**config.mk**
```make
export PLATFORM = sky130hd
export DESIGN_NAME = pbus_arbiter
export DESIGN_NICKNAME = d
export VERILOG_FILES = /design/src/rtl/pbus_pkg.sv /design/src/rtl/pbus_rr_arb.sv /design/src/rtl/pbus_arbiter.sv
export SDC_FILE = /design/constraint.sdc
export NUM_CORES = 1
export LEC_CHECK = 0
export ABC_CLOCK_PERIOD_IN_PS = 1800
export BUFFER_PORTS_ARGS = -buffer_cell sky130_fd_sc_hd__buf_4
export CORE_ASPECT_RATIO = 0.6
export CORE_MARGIN = 2
export CORE_UTILIZATION = 47
export CTS_CLUSTER_SIZE = 10
export DETAILED_ROUTE_END_ITERATION = 12
export PLACE_DENSITY = 0.81
export SKIP_LAST_GASP = 1
export SYNTH_ARGS = -nofsm -noshare
export SYNTH_HDL_FRONTEND = slang
export SYNTH_HIERARCHICAL = 1
export SYNTH_SLANG_ARGS = --single-unit
```
**constraint.sdc**
```tcl
create_clock -name clk -period 1.8 [get_ports clk]
set_input_delay 0.09 -clock clk [delete_from_list [all_inputs] [get_ports clk]]
set_output_delay 0.09 -clock clk [all_outputs]
set_load 0.02 [all_outputs]
```
**src/rtl/pbus_pkg.sv**
```systemverilog
// Shared definitions for the peripheral-bus arbiter: FSM states, slave map,
// GPIO register offsets and the unmapped-read marker word.
package pbus_pkg;

   typedef enum logic [1:0] {
      ST_IDLE = 2'd0,
      ST_ADDR = 2'd1,
      ST_DATA = 2'd2,
      ST_RESP = 2'd3
   } pbus_state_e;

   localparam logic [2:0] SLV_GPIO   = 3'd0;
   localparam logic [2:0] SLV_PERIPH1 = 3'd1;
   localparam logic [2:0] SLV_PERIPH2 = 3'd2;
   localparam logic [2:0] SLV_PERIPH3 = 3'd3;

   localparam logic [16:0] GPIO_IN_OFS  = 17'h00000;
   localparam logic [16:0] GPIO_OUT_OFS = 17'h00008;
   localparam logic [16:0] GPIO_DIR_OFS = 17'h00010;

   localparam logic [31:0] PBUS_DEADBEEF = 32'hDEAD_BEEF;

   function automatic logic slv_mapped(input logic [2:0] idx, input int unsigned nslv);
      return 32'(idx) < nslv;
   endfunction

endpackage

```
**src/rtl/pbus_rr_arb.sv**
```systemverilog
// Two-requester round-robin grant; the last-winner pointer only advances
// when the caller accepts the grant (take_i).
module pbus_rr_arb (
   input  logic clk,
   input  logic rst,
   input  logic req0_i,
   input  logic req1_i,
   input  logic take_i,
   output logic gnt_o,
   output logic any_o
);

   logic last_q, last_d;

   always_comb begin
      any_o  = req0_i | req1_i;
      // On a tie the requester that did not win last time is chosen.
      gnt_o  = (req0_i && req1_i) ? ~last_q : req1_i;
      last_d = last_q;
      if (take_i && any_o) last_d = gnt_o;
   end

   always_ff @(posedge clk) begin
      if (rst) last_q <= 1'b1;
      else     last_q <= last_d;
   end

endmodule

```
**src/rtl/pbus_arbiter.sv**
```systemverilog
// Two-master peripheral bus arbiter/sequencer (IDLE->ADDR->[DATA]->RESP).
// Optional feature macro: PBUS_ARB_ERR_EN adds bus_err for unmapped slaves.
module pbus_arbiter
   import pbus_pkg::*;
#(
   parameter int unsigned NSLV   = 4,
   parameter int unsigned RD_LAT = 1
) (
   input  logic            clk,
   input  logic            rst,
   input  logic            m0_req,
   input  logic [19:0]     m0_addr,
   input  logic [3:0]      m0_we,
   input  logic            m0_re,
   input  logic [31:0]     m0_wdata,
   output logic            m0_gnt,
   output logic            m0_done,
   output logic [31:0]     m0_rdata,
   input  logic            m1_req,
   input  logic [19:0]     m1_addr,
   input  logic [3:0]      m1_we,
   input  logic            m1_re,
   input  logic [31:0]     m1_wdata,
   output logic            m1_gnt,
   output logic            m1_done,
   output logic [31:0]     m1_rdata,
   output logic [NSLV-1:0] slv_ce,
   output logic [3:0]      bus_we,
   output logic            bus_re,
   output logic [16:0]     bus_addr,
   output logic [31:0]     bus_wdata,
   input  logic [31:0]     bus_rdata
`ifdef PBUS_ARB_ERR_EN
   ,
   output logic            bus_err
`endif
);

   localparam logic [1:0] LAST_CNT = 2'(RD_LAT - 1);

   pbus_state_e state_q, state_d;
   logic        own_q, own_d;
   logic [3:0]  we_q, we_d;
   logic        re_q, re_d;
   logic [16:0] addr_q, addr_d;
   logic [31:0] wdata_q, wdata_d;
   logic [2:0]  idx_q, idx_d;
   logic [1:0]  cnt_q, cnt_d;
   logic [31:0] m0_rdata_q, m0_rdata_d;
   logic [31:0] m1_rdata_q, m1_rdata_d;

   logic        arb_sel, arb_any;
   logic        mapped, is_read, addr_phase;
   logic [31:0] rd_val;

   pbus_rr_arb u_rr (
      .clk    (clk),
      .rst    (rst),
      .req0_i (m0_req),
      .req1_i (m1_req),
      .take_i (state_q == ST_IDLE),
      .gnt_o  (arb_sel),
      .any_o  (arb_any)
   );

   assign mapped     = slv_mapped(idx_q, NSLV);
   // A nonzero byte-enable wins over re; we=0/re=0 is a null write-path cycle.
   assign is_read    = (we_q == 4'b0000) && re_q;
   assign addr_phase = (state_q == ST_ADDR);

`ifdef PBUS_ARB_ERR_EN
   assign rd_val  = mapped ? bus_rdata : PBUS_DEADBEEF;
   assign bus_err = (state_q == ST_RESP) && !mapped;
`else
   assign rd_val  = mapped ? bus_rdata : '0;
`endif

   always_comb begin
      state_d    = state_q;
      own_d      = own_q;
      we_d       = we_q;
      re_d       = re_q;
      addr_d     = addr_q;
      wdata_d    = wdata_q;
      idx_d      = idx_q;
      cnt_d      = cnt_q;
      m0_rdata_d = m0_rdata_q;
      m1_rdata_d = m1_rdata_q;
      case (state_q)
         ST_IDLE: begin
            if (arb_any) begin
               own_d   = arb_sel;
               we_d    = arb_sel ? m1_we         : m0_we;
               re_d    = arb_sel ? m1_re         : m0_re;
               addr_d  = arb_sel ? m1_addr[16:0] : m0_addr[16:0];
               idx_d   = arb_sel ? m1_addr[19:17] : m0_addr[19:17];
               wdata_d = arb_sel ? m1_wdata      : m0_wdata;
               state_d = ST_ADDR;
            end
         end
         ST_ADDR: begin
            cnt_d   = '0;
            state_d = is_read ? ST_DATA : ST_RESP;
         end
         ST_DATA: begin
            if (cnt_q == LAST_CNT) begin
               if (own_q) m1_rdata_d = rd_val;
               else       m0_rdata_d = rd_val;
               state_d = ST_RESP;
            end else begin
               cnt_d = cnt_q + 2'd1;
            end
         end
         ST_RESP: state_d = ST_IDLE;
         default: state_d = ST_IDLE;
      endcase
   end

   always_comb begin
      slv_ce = '0;
      if (addr_phase && mapped) begin
         for (int unsigned i = 0; i < NSLV; i++) begin
            if (32'(idx_q) == i) slv_ce[i] = 1'b1;
         end
      end
      bus_we    = addr_phase ? we_q    : '0;
      bus_re    = addr_phase && is_read;
      bus_addr  = addr_phase ? addr_q  : '0;
      bus_wdata = addr_phase ? wdata_q : '0;
      m0_gnt    = addr_phase && !own_q;
      m1_gnt    = addr_phase &&  own_q;
      m0_done   = (state_q == ST_RESP) && !own_q;
      m1_done   = (state_q == ST_RESP) &&  own_q;
   end

   assign m0_rdata = m0_rdata_q;
   assign m1_rdata = m1_rdata_q;

   always_ff @(posedge clk) begin
      if (rst) begin
         state_q    <= ST_IDLE;
         own_q      <= 1'b0;
         we_q       <= '0;
         re_q       <= 1'b0;
         addr_q     <= '0;
         wdata_q    <= '0;
         idx_q      <= '0;
         cnt_q      <= '0;
         m0_rdata_q <= '0;
         m1_rdata_q <= '0;
      end else begin
         state_q    <= state_d;
         own_q      <= own_d;
         we_q       <= we_d;
         re_q       <= re_d;
         addr_q     <= addr_d;
         wdata_q    <= wdata_d;
         idx_q      <= idx_d;
         cnt_q      <= cnt_d;
         m0_rdata_q <= m0_rdata_d;
         m1_rdata_q <= m1_rdata_d;
      end
   end

endmodule

```
==> flow_metrics.env <==
export IMPL_diodes=0
export IMPL_fin_worst_skew_ps=9.61
export IMPL_path_class="reg2out"
export IMPL_ys_warn_count=6
export IMPL_area_delta_synth_final_pct=49.6
export IMPL_grt_pass1_vias=5181
export IMPL_wl_per_cell_um=14.6
export IMPL_timing_rr_start="state_q[0]"
export IMPL_drc_errors=0
export IMPL_cp_start_kind="register"
export IMPL_syn_area_per_cell_um2=8.55
export IMPL_drtAntennaViolNets=0
export IMPL_io_buffers=275
export IMPL_numCtsBuffers=17
export IMPL_finalHoldViolCount=0
export IMPL_critPathMaxStageDelay_ps=540
export IMPL_path_cells="or4b_1, nor3b_2, buf_4"
export IMPL_relSlewSlack=0.720
export IMPL_synth_cell_type_count=38
export IMPL_hold_class="in2reg"
export IMPL_cts_sinks=127
export IMPL_finalPower_mw=12.5
export IMPL_insertion_delay_ps=400
export IMPL_gp_congestion=0.828
export IMPL_postPlaceCellArea_um2=7980
export IMPL_core_um2=12100
export IMPL_ir_worst_vdd_mv=0.675
export IMPL_ys_async_sr_fraction=0
export IMPL_io_pin_count=276
export IMPL_p_per_area_nw_per_um2=1440
export IMPL_hpwlAfterDp_um=11500
export IMPL_required_ps=1710
export IMPL_final_min_clock_period_ps=1710
export IMPL_setup_tns_ps=0
export IMPL_rr_endpoint="wdata_q[30]"
export IMPL_grt_pass1_wl_um=26000
export IMPL_grtUsageTotal=0.240
export IMPL_ys_seq_area_frac=0.436
export IMPL_fin_crit_sh=0.950
export IMPL_status="complete, no violations"
export IMPL_design_area_um2=8720
export IMPL_cts_root_buf="clkbuf_16"
export IMPL_die_h_um=90.3
export IMPL_synth_top_area_cell="dfxtp_1"
export IMPL_finalNonFillerCells=1116
export IMPL_htreeDepth=4
export IMPL_cts_tree="yes"
export IMPL_crit_slowest_cell="or4b_1"
export IMPL_synth_ff_type="dfxtp_1"
export IMPL_final_setup_viol_count=0
export IMPL_maxCapViolCount=0
export IMPL_synth_cells=682
export IMPL_placed_cells=1080
export IMPL_slew_violations=0
export IMPL_fp_dieW_um=148
export IMPL_worst_path_max_fanout=3
export IMPL_clock_path_buffers=2
export IMPL_initial_core_util=0.483
export IMPL_drt_total_wl_um=16300
export IMPL_via_per_inst=4.96
export IMPL_r2r_slack_ps=140
export IMPL_synth_seq_cells=127
export IMPL_critPathCaptureType="output pin"
export IMPL_synth_edff_count=0
export IMPL_overflow=0
export IMPL_endpoint="bus_re"
export IMPL_synth_net_count=838
export IMPL_syn_area_um2=5830
export IMPL_path_clk_slew_ps=60
export IMPL_leakage_nw=3.84
export IMPL_drt_iter0_markers=197
export IMPL_startpoint="we_q[3]"
export IMPL_crit_arrival_ps=1620
export IMPL_dieArea_um2=13300
export IMPL_antenna_found_initial=0
export IMPL_firstDrtPassIters=4
export IMPL_rows=31
export IMPL_drive_above_1_share=0.353
export IMPL_fmax_mhz=585
export IMPL_grt_max_degree=74
export IMPL_reg2reg_depth=6
export IMPL_worst_pin_slew_ps=420
export IMPL_whs_ps=41.3
export IMPL_yosys_top_cells_area="dfxtp_1 (44%), mux2i_1 (10%), nand2_1 (8.3%), a211oi_1 (7.0%), and2_1 (6.1%)"
export IMPL_finalNetCount=1094
export IMPL_vias=5531
export IMPL_synth_top_area_share=0.436
==> cell type report <==
class	instances	area, um^2
clock buffers	20	457
clock inverters	12	206
fillers	950	3340
inverters	4	15.0
multi-input cells	494	2960
flip-flops and latches	127	2540
well taps	165	206
repair buffers	294	2340
==> logic make-up (layout without fill, tap and decap cells) <==
group / Yosys count / after routing / share of synthesized area
fa+ha+maj: 6 / 6 / 0.0129
mux: 58 / 58 / 0.0996
buf+inv: 61 / 330 / 0.0641
simple gates: 298 / 298 / 0.243
flops: 127 / 127 / 0.436
compound gates: 132 / 132 / 0.144
==> cells in the final DEF (no fill, tap or decap), types with 4 or more instances in the layout <==
cell type,count
buf_12,10
and2b_1,5
nand2_1,129
clkbuf_16,17
clkinv_4,4
bufinv_16,5
a21oi_1,67
a211oi_1,54
and2_1,56
mux2i_1,58
buf_4,280
dfxtp_1,127
ha_1,4
nor2b_1,31
inv_1,4
nor2_1,59
a211oi_2,4
==> cell usage after synthesis, drive strengths merged, types with 2 or more instances <==
library cell    n
ha              6
nand2b          2
nor4bb          2
buf            36
and2           57
nand2         129
o21ai           3
nor2           59
dfxtp         127
inv             4
and3            2
nand3           2
and2b           5
mux2i          58
a211oi         58
clkbuf         21
a21oi          67
nor2b          31
==> worst max-delay path, delay by kind of cell, from the launching register on <==
kind / cells / cell delay, ps
flip-flops: 1 / 340
buffers and inverters: 1 / 160
AND/OR/NAND/NOR: 2 / 730
==> stage by stage <==
stage | utilization | worst slack, ps
after floorplan | - | 88.2
after global placement | 0.662 | 277
after detailed placement | 0.662 | 173
after CTS | 0.719 | 48.7
after global routing | 0.723 | -0.913
final | 0.723 | 89.6
==> power breakdown <==
group	internal, mW	switching (mW)
combinational	2.12	2.70
sequential	3.52	0.392
clock	2.54	1.24
==> state kept, by name (all words and copies together), names as in the netlist <==
name,flops
u_rr/last_q,1
addr_q,17
state_q,2
idx_q,3
we_q,4
re_q,1
cnt_q,2
own_q,1
wdata_q,32
m1_rdata,32
m0_rdata,32
==> worst min path at each step <==
stage                  from          end  cells after the start
2_1_floorplan           rst  u_rr/last_q                      1
3_3_place_gp         m1_req  u_rr/last_q                      3
3_5_place_dp         m1_req  u_rr/last_q                      3
4_1_cts        m0_wdata[12]  wdata_q[12]                      3
5_1_grt        m0_wdata[31]  wdata_q[31]                      3
6_report       m0_wdata[23]  wdata_q[23]                      3
==> per-layer routing <==
metal  GRT usage  part of all wire
met5           0                 0
met4      0.0593            0.0092
met3      0.0662             0.081
met2       0.394              0.46
met1       0.315              0.45
==> timing repair <==
| action | 4_1_cts | 5_1_grt |
|---|---|---|
| hold buffers | 1 | 0 |
| endpoints found under the hold margin | 1 | 0 |
| buffers inserted | 0 | 3 |
| pin swaps | 0 | 1 |
| setup endpoints to repair | 48 | 28 |
| gates resized for setup | 4 | 6 |
No activity file was read; power rests on OpenSTA's default activity.
